$ cat src/rtl/iir_pkg.sv
// iir_pkg: shared constants, FSM state and sizing helpers for the multi-channel biquad.
package iir_pkg;
   localparam logic [2:0] IDX_B0 = 3'd0, IDX_B1 = 3'd1, IDX_B2 = 3'd2, IDX_A1 = 3'd3, IDX_A2 = 3'd4;
   typedef enum logic [1:0] {IDLE, MAC, HOLD} state_t;
   function automatic int acc_w(int data_w, int coef_w);
      return data_w + coef_w + 3;
   endfunction
   function automatic int ch_w(int num_ch);
      return num_ch > 1 ? $clog2(num_ch) : 1;
   endfunction
   // Passthrough: b0 = 1.0, everything else 0.
   function automatic logic [31:0] coef_rst(int idx, int frac);
      return idx == 32'(IDX_B0) ? 32'd1 << frac : 32'd0;
   endfunction
endpackage

$ cat src/rtl/iir_mac_unit.sv
// iir_mac_unit: shared multiplier, add/subtract accumulator and round/reduce stage.
// Saturation instead of wrap when IIR_SAT_EN is defined.
module iir_mac_unit import iir_pkg::*; #(
   parameter int DATA_W = 16,
   parameter int COEF_W = 16,
   parameter int COEF_FRAC = 14,
   localparam int AW = acc_w(DATA_W, COEF_W)
) (
   input  logic                     clk,
   input  logic                     reset,
   input  logic                     clr_i,
   input  logic                     en_i,
   input  logic                     sub_i,
   input  logic signed [COEF_W-1:0] coef_i,
   input  logic signed [DATA_W-1:0] data_i,
   output logic signed [DATA_W-1:0] y_o,
   output logic                     ovf_o
);
   localparam logic signed [AW-1:0] HALF = AW'(1) <<< (COEF_FRAC - 1);
   localparam logic signed [AW-1:0] MAXV = AW'(2 ** (DATA_W - 1) - 1);
   localparam logic signed [AW-1:0] MINV = -MAXV - AW'(1);
   logic signed [AW-1:0] acc_q, acc_d, prod, rnd;
   always_comb begin
      prod  = AW'(coef_i) * AW'(data_i);
      acc_d = clr_i ? '0 : en_i ? (sub_i ? acc_q - prod : acc_q + prod) : acc_q;
      // Result is taken from the next accumulator value so it is ready as HOLD is entered.
      rnd   = (acc_d + HALF) >>> COEF_FRAC;
      ovf_o = rnd > MAXV || rnd < MINV;
`ifdef IIR_SAT_EN
      y_o   = rnd > MAXV ? MAXV[DATA_W-1:0] : rnd < MINV ? MINV[DATA_W-1:0] : rnd[DATA_W-1:0];
`else
      y_o   = rnd[DATA_W-1:0];
`endif
   end
   always_ff @(posedge clk or posedge reset)
      if (reset) acc_q <= '0;
      else       acc_q <= acc_d;
endmodule

$ cat src/rtl/iir_biquad_mc.sv
// iir_biquad_mc: NUM_CH-channel Direct-Form-I biquad with one time-shared MAC.
// Optional macro IIR_SAT_EN selects saturation of the reduced result.
module iir_biquad_mc import iir_pkg::*; #(
   parameter int DATA_W = 16,
   parameter int COEF_W = 16,
   parameter int COEF_FRAC = 14,
   parameter int NUM_CH = 4,
   localparam int CH_W = ch_w(NUM_CH)
) (
   input  logic                     clk,
   input  logic                     reset,
   input  logic                     in_valid,
   output logic                     in_ready,
   input  logic [CH_W-1:0]          in_ch,
   input  logic signed [DATA_W-1:0] in_data,
   output logic                     out_valid,
   input  logic                     out_ready,
   output logic [CH_W-1:0]          out_ch,
   output logic signed [DATA_W-1:0] out_data,
   input  logic                     coef_we,
   input  logic [CH_W-1:0]          coef_ch,
   input  logic [2:0]               coef_idx,
   input  logic signed [COEF_W-1:0] coef_wdata,
   input  logic                     state_clr,
   output logic                     ovf
);
   state_t                   state_q;
   logic [2:0]               step_q;
   logic [CH_W-1:0]          ch_q;
   logic signed [DATA_W-1:0] out_data_q, mac_y;
   logic                     ovf_q, mac_ovf, accept;
   logic signed [COEF_W-1:0] coef_q [NUM_CH][5];
   // Per channel: x1, x2, y1, y2
   logic signed [DATA_W-1:0] hist_q [NUM_CH][4];
   // Snapshot operands in MAC order: (b0,x) (b1,x1) (b2,x2) (a1,y1) (a2,y2)
   logic signed [COEF_W-1:0] sc_q [5];
   logic signed [DATA_W-1:0] sd_q [5];
   assign in_ready  = state_q == IDLE;
   assign out_valid = state_q == HOLD;
   assign out_ch    = ch_q;
   assign out_data  = out_data_q;
   assign ovf       = ovf_q;
   // Out-of-range channels are taken off the bus but never enter MAC.
   assign accept    = in_ready && in_valid && !state_clr && 32'(in_ch) < NUM_CH;
   iir_mac_unit #(.DATA_W(DATA_W), .COEF_W(COEF_W), .COEF_FRAC(COEF_FRAC)) u_mac (
      .clk(clk), .reset(reset), .clr_i(accept), .en_i(state_q == MAC),
      .sub_i(step_q >= IDX_A1), .coef_i(sc_q[step_q]), .data_i(sd_q[step_q]),
      .y_o(mac_y), .ovf_o(mac_ovf)
   );
   always_ff @(posedge clk or posedge reset)
      if (reset) begin
         for (int c = 0; c < NUM_CH; c++)
            for (int i = 0; i < 5; i++) coef_q[c][i] <= COEF_W'(coef_rst(i, COEF_FRAC));
      end else if (coef_we && 32'(coef_ch) < NUM_CH && coef_idx <= IDX_A2) begin
         coef_q[coef_ch][coef_idx] <= coef_wdata;
      end
   always_ff @(posedge clk or posedge reset)
      if (reset) begin
         state_q    <= IDLE;
         step_q     <= '0;
         ch_q       <= '0;
         out_data_q <= '0;
         ovf_q      <= 1'b0;
         for (int i = 0; i < 5; i++) begin
            sc_q[i] <= '0;
            sd_q[i] <= '0;
         end
         for (int c = 0; c < NUM_CH; c++)
            for (int i = 0; i < 4; i++) hist_q[c][i] <= '0;
      end else begin
         ovf_q <= 1'b0;
         if (state_clr) begin
            state_q <= IDLE;
            step_q  <= '0;
            for (int c = 0; c < NUM_CH; c++)
               for (int i = 0; i < 4; i++) hist_q[c][i] <= '0;
         end else begin
            case (state_q)
               IDLE: if (accept) begin
                  ch_q    <= in_ch;
                  sd_q[0] <= in_data;
                  for (int i = 0; i < 5; i++) sc_q[i] <= coef_q[in_ch][i];
                  for (int i = 0; i < 4; i++) sd_q[i+1] <= hist_q[in_ch][i];
                  step_q  <= '0;
                  state_q <= MAC;
               end
               MAC: begin
                  step_q <= step_q == IDX_A2 ? 3'd0 : step_q + 3'd1;
                  if (step_q == IDX_A2) begin
                     state_q    <= HOLD;
                     out_data_q <= mac_y;
                     ovf_q      <= mac_ovf;
                  end
               end
               HOLD: if (out_ready) begin
                  hist_q[ch_q][0] <= sd_q[0];
                  hist_q[ch_q][1] <= sd_q[1];
                  hist_q[ch_q][2] <= out_data_q;
                  hist_q[ch_q][3] <= sd_q[3];
                  state_q         <= IDLE;
               end
               default: state_q <= IDLE;
            endcase
         end
      end
endmodule

$ cat config.mk
export PLATFORM = sky130hd
export DESIGN_NAME = iir_biquad_mc
export DESIGN_NICKNAME = d
export VERILOG_FILES = /design/src/rtl/iir_pkg.sv /design/src/rtl/iir_mac_unit.sv /design/src/rtl/iir_biquad_mc.sv
export SDC_FILE = /design/constraint.sdc
export NUM_CORES = 2
export LEC_CHECK = 0
export CAP_MARGIN = 20
export CORE_MARGIN = 2
export CORE_UTILIZATION = 55
export CTS_BUF_LIST = sky130_fd_sc_hd__clkbuf_16
export CTS_CLUSTER_SIZE = 24
export DETAILED_ROUTE_END_ITERATION = 7
export PLACE_DENSITY = 0.72
export SLEW_MARGIN = 5
export SYNTH_ARGS = -nofsm -noshare
export SYNTH_HDL_FRONTEND = slang
export SYNTH_HIERARCHICAL = 1
export SYNTH_SLANG_ARGS = --single-unit
$ cat constraint.sdc
create_clock -name clk -period 76.5 [get_ports clk]
set_input_delay 11.475 -clock clk [delete_from_list [all_inputs] [get_ports clk]]
set_output_delay 11.475 -clock clk [all_outputs]
set_load 0.05 [all_outputs]
---- Word-level counts from Yosys, hierarchy flattened ----
Index checks and enable logic that the tools add are counted.
W data, S select, Z words.
storage, ports and cells
  word-level logic and storage cells ...... 145
  register bits after elaboration ......... 795
  input bits .............................. 45
operators by class
  magnitude comparators ................... 12
  $add $sub $neg .......................... 4
  eq/ne operators ......................... 6
  $mul .................................... 1
  bitwise operators ....................... 6
  reduce and logical (&&, ||, !) cells .... 17
  multiplexer cells ....................... 47
operators with widths
  operator                  number
  $bwmux W256               4
  $mux W256                 3
  $demux W64 S2             4
  $bwmux W320               1
  $mux W80                  3
  $mux W64                  3
  $bmux W80 S2              1
  $demux W80 S2             1
  $bmux W64 S2              1
  $mux W35                  3
  $bmux W16 S3              2
  $mux W16                  6
  $demux W16 S3             1
  $mux W48                  1
  $add A35 B15 Y35 const B  1
  $add A35 B35 Y35          1
  $sub A35 B35 Y35          1
  $mul A16 B16 Y32          1
  $mux W32                  1
  $gt A21 B16 Y1 const B    1
  $lt A21 B16 Y1 const B    1
  $ge A3 B3 Y1 const B      3
  $mux W3                   3
  $not A2 Y3                3
  25 further kinds          43

---- Depth between registers and ports, before layout ----
  depth after elaboration ................. 15
  depth in mapped cells ................... 46
  depth with buffers taken out ............ 41

---- Hierarchy ----
The synthesis kept the hierarchy.
modules (own cells, without submodules)
  module         cells an instance  area an instance (um^2)  times used
  iir_biquad_mc  1980               32489.9                  1
  iir_mac_unit   1863               15534.9                  1

---- Worst setup path after synthesis ----
OpenSTA, ideal clock, no wires.
  kind .................................... input to register
  from .................................... input port in_valid
  to ...................................... register ovf_q, in the netlist ovf
  path buffers ............................ 3
  setup slack ............................. 62059 ps
  arrival time ............................ 14322 ps
  library setup time ...................... 119 ps
  stages .................................. 15
  cell sequence ........................... nor4b_1 buf_2 buf_2 buf_2 nor2_1 a22oi_1 nand2_1 o22ai_1 nor3_1 nand3_1 nor4_2 o2111ai_1 a22oi_1 o22ai_2 and2_1
on the way
  word-level cells in the longest chain between the ends .. 9
ends and longest elaborated chain
  element                                                  RTL line             RTL
  from (decl)                                              iir_biquad_mc.sv:12  input logic in_valid,
  $logic_and A1 B1 Y1 * (2 in series)                      iir_biquad_mc.sv:44  assign accept = in_ready && in_valid && !state_clr && 32'(in_ch) < NUM_CH;
  via accept                                               iir_biquad_mc.sv:31  logic ovf_q, mac_ovf, accept;
  $mux W35 *                                               iir_mac_unit.sv:25   acc_d = clr_i ? '0 : en_i ? (sub_i ? acc_q - prod : acc_q + prod) : acc_q;
  $add A35 B15 Y35 *                                       iir_mac_unit.sv:27   rnd = (acc_d + HALF) >>> COEF_FRAC;
  $gt A21 B16 Y1 / $lt A21 B16 Y1 (equally long branches)  iir_mac_unit.sv:28   ovf_o = rnd > MAXV || rnd < MINV;
  $logic_or A1 B1 Y1 *                                     iir_mac_unit.sv:28
  via mac_ovf                                              iir_biquad_mc.sv:31
  $mux W1 *                                                iir_biquad_mc.sv:89  if (step_q == IDX_A2) begin
  $mux W1 *                                                iir_biquad_mc.sv:78  case (state_q)
  $mux W1 *                                                iir_biquad_mc.sv:72  if (state_clr) begin
  to (signal assigned)                                     iir_biquad_mc.sv:92  ovf_q <= mac_ovf;
  to (decl)                                                iir_biquad_mc.sv:31
The timed path passes the listed nets; every way through them passes the cells marked *.
A chain may end at the register's enable or synchronous reset.

---- Final worst setup path ----
  from .................................... input port state_clr
  to ...................................... register ovf_q, in the netlist ovf
on the way
  word-level cells in the longest chain between the ends .. 9
ends and longest elaborated chain
  element                                                  RTL line             RTL
  from (decl)                                              iir_biquad_mc.sv:24  input logic state_clr,
  $logic_not A1 Y1 *                                       iir_biquad_mc.sv:44
  $logic_and A1 B1 Y1 *                                    iir_biquad_mc.sv:44
  $mux W35 *                                               iir_mac_unit.sv:25
  $add A35 B15 Y35 *                                       iir_mac_unit.sv:27
  $gt A21 B16 Y1 / $lt A21 B16 Y1 (equally long branches)  iir_mac_unit.sv:28
  $logic_or A1 B1 Y1 *                                     iir_mac_unit.sv:28
  via mac_ovf                                              iir_biquad_mc.sv:31
  $mux W1 *                                                iir_biquad_mc.sv:89
  $mux W1 *                                                iir_biquad_mc.sv:78
  $mux W1 *                                                iir_biquad_mc.sv:72
Marked as above.

==> flow_summary.yaml <==
detailed_routing:
  vias: 31100
  drt_iter0_drc: 2507
  via_per_inst: 6.21
  drt-wirelength-per-cell_um: 22.9
  drt.antenna.violating_nets: 0
  drt-total-wl_um: 114000
  first_pass_iters: 5
  drc: 0
clocking:
  ctsResizeCount: 0
  postCtsSetupBuffers: 0
  clk_pin_slew_worst_paths_ns: 0.06
  root_buffer: "clkbuf_16"
  cts_max_level: 3
  cts_tree: "done"
  cts_buffers: 84
  postCtsHoldBufs: 0
  numClockSinks: 795
  insertion_delay_ns: 0.67
  cts_max_path_buffers: 3
logic_synthesis:
  netlist_top_cells_count: "dfrtp_1 (791), mux2_2 (424), inv_1 (335)"
  synth.distinct_cells: 97
  syn_area_per_cell_um2: 12.5
  synth_area_leader_cell: "dfrtp_1"
  synth_ff_type: "dfrtp_1"
  async_reset_ff_frac: 1.00
  synth_area_leaders: "dfrtp_1 (41%), fa_1 (11%), mux2_2 (9.9%)"
  ys_warn_count: 6
  yosysTopAreaCellShare: 0.412
  syn_inst: 3843
  synth-edff-count: 0
  synth.most_common_cell: "dfrtp_1"
  yosysSeqAreaShare: 0.414
  synth_nets: 4272
  ys_ff_latch: 795
  synth_area_um2: 48000
timing:
  fmax_mhz: 62.7
  finalSetupViolCount: 0
  slew_headroom: 0.225
  fin_skew_ns: 0.0798
  slew_violations: 0
  period_share: 0.208
  holdWs_ns: 0.480
  rsz0062_at_grt: "no"
  hold_violations: 0
  worstMarginPinSlew_ns: 1.16
  finalSetupTns_ns: 0
  fin_crit_ns: 15.94
layout:
  drive_above_1_share: 0.215
  multi_input_area_um2: 25700
  area_growth_syn_to_layout_pct: 8.51
  instances_no_fill: 5000
  fin_util: 0.602
  seqCellArea_um2: 19900
  fillers: 6764
  fin_nets: 4211
worst_setup_path:
  cpPeakStageDelay_ns: 0.91
  reg2reg_slack_ns: 63.65
  worst_setup_path_start_kind: "primary input"
  worstSetupEndpointType: "flop"
  arrival_ns: 16.43
  worst_path_max_delay_cell: "clkdlybuf4s50_1"
  required_ns: 76.98
  crit_fanout: 33
  cp_cell_sequence: "clkdlybuf4s50_1, nor4b_2, buf_4, nand2b_1, or3_1, mux2i_1, o22ai_1, nor3_1, nand3_1, nor4_2, o2111ai_1, a22oi_1, o22ai_2, and2_1"
  criticalPathCategory: "primary input to flop"
place:
  io_buffers: 65
  dp.cells: 4847
  hpwl_um: 73300
  gp_congestion: 0.900
global_route:
  antenna_found_initial: 2
  grt_max_degree: 179
  grt_pass1_vias: 32600
  grt_usage: 0.262
  overflow: 0
  grt_pass1_wl_um: 186000
floorplanning:
  core_um2: 86600
  start_util: 0.554
  io_pins: 66
  dieArea_um2: 89700
  fp.dieW_um: 299
  fp.dieH_um: 299
  rows: 108
hold_path:
  min_path_type: "flop to flop"
flow_run:
  drv_cap: 0
outcome:
  outcome: "completed"
## flip-flops by register name, indices dropped and copies added (netlist names)
register	flops
coef_q	320
hist_q	256
out_ch	2
out_data	16
ovf	1
sc_q	80
sd_q	80
state_q	2
step_q	3
u_mac/acc_q	35
## metrics by stage
step | area, um^2 | setup slack (ns)
floorplan | 48000 | 43.70
global placement | 49400 | 60.14
detailed placement | 49400 | 60.02
CTS | 52000 | 60.67
global route | 52100 | 60.21
finish | 52100 | 60.56
## layout by cell type, fill, tap and decap left out, types with 14 or more instances in the layout
cell type / synthesis / final
dfrtp_1: 791 / 789
mux2_2: 424 / 424
inv_1: 335 / 358
a22o_1: 289 / 289
fa_1: 263 / 263
nand2_1: 198 / 198
mux4_2: 176 / 176
and2_1: 130 / 130
ha_1: 121 / 121
nor2_1: 105 / 103
clkbuf_16: 0 / 84
mux2_1: 79 / 79
a21oi_1: 78 / 78
clkdlybuf4s50_1: 0 / 63
xnor2_1: 59 / 59
buf_4: 13 / 45
nor3_1: 42 / 41
nand3_1: 37 / 37
o21ai_0: 38 / 37
xor2_1: 30 / 30
o21a_1: 27 / 27
and3_1: 25 / 25
a21o_1: 24 / 24
a211oi_1: 20 / 20
a31oi_1: 18 / 17
clkinv_1: 1 / 16
or3_1: 14 / 14
nand2b_1: 14 / 14
mux2i_1: 14 / 14
## worst max-delay path: cells and delay by family
kind            cells  cell delay (ns)
simple gates        7             2.88
compound gates      4             0.65
buf+inv             2             1.21
mux                 1             0.18
## layout make-up
cell class              instances  area share
diodes                          2   0.0000960
clock buffers                  84      0.0403
clock inverters                63     0.00987
inverters                     336      0.0243
multi-input cells            2448       0.494
flip-flops and latches        795       0.382
well taps                    1155      0.0277
repair buffers                117      0.0218
## metal layers
layer | up-vias | track usage | wire, um
met2 | 935 | 0.426 | 55400
li1 | 13500 | - | -
met1 | 16400 | 0.373 | 49900
met5 | - | 0 | 0
met4 | 0 | 0.0719 | 2660
met3 | 164 | 0.0373 | 6550
## logic make-up (layout without fill, tap and decap cells)
kind of cell	Yosys count	in the layout	synth area share
DFF	795	795	0.414
muxes	693	693	0.203
and+or+nand+nor	671	671	0.0730
AOI/OAI and AO/OA	611	611	0.0998
buffers and inverters	600	600	0.0521
adders and majority gates	384	384	0.141
xor gates and xnor gates	89	89	0.0162
other	0	2	0
## worst paths after layout
path | start | to | depth (start not counted)
setup / recovery | state_clr | ovf$_DFF_PP0_ | 14
hold / removal | coef_q[97]$_DFFE_PP0P_ | coef_q[97]$_DFFE_PP0P_ | 1
setup reg to reg | step_q[1]$_DFFE_PP0P_ | ovf$_DFF_PP0_ | 36
hold reg to reg | coef_q[97]$_DFFE_PP0P_ | coef_q[97]$_DFFE_PP0P_ | 1
max in group asynchronous | reset | coef_q[169]$_DFFE_PP0P_ | 5
min in group asynchronous | reset | u_mac/acc_q[4]$_DFFE_PP0P_ | 3
Power is not shown: default switching activity piles up to over one toggle a cycle in this logic, so the estimate is an artifact.
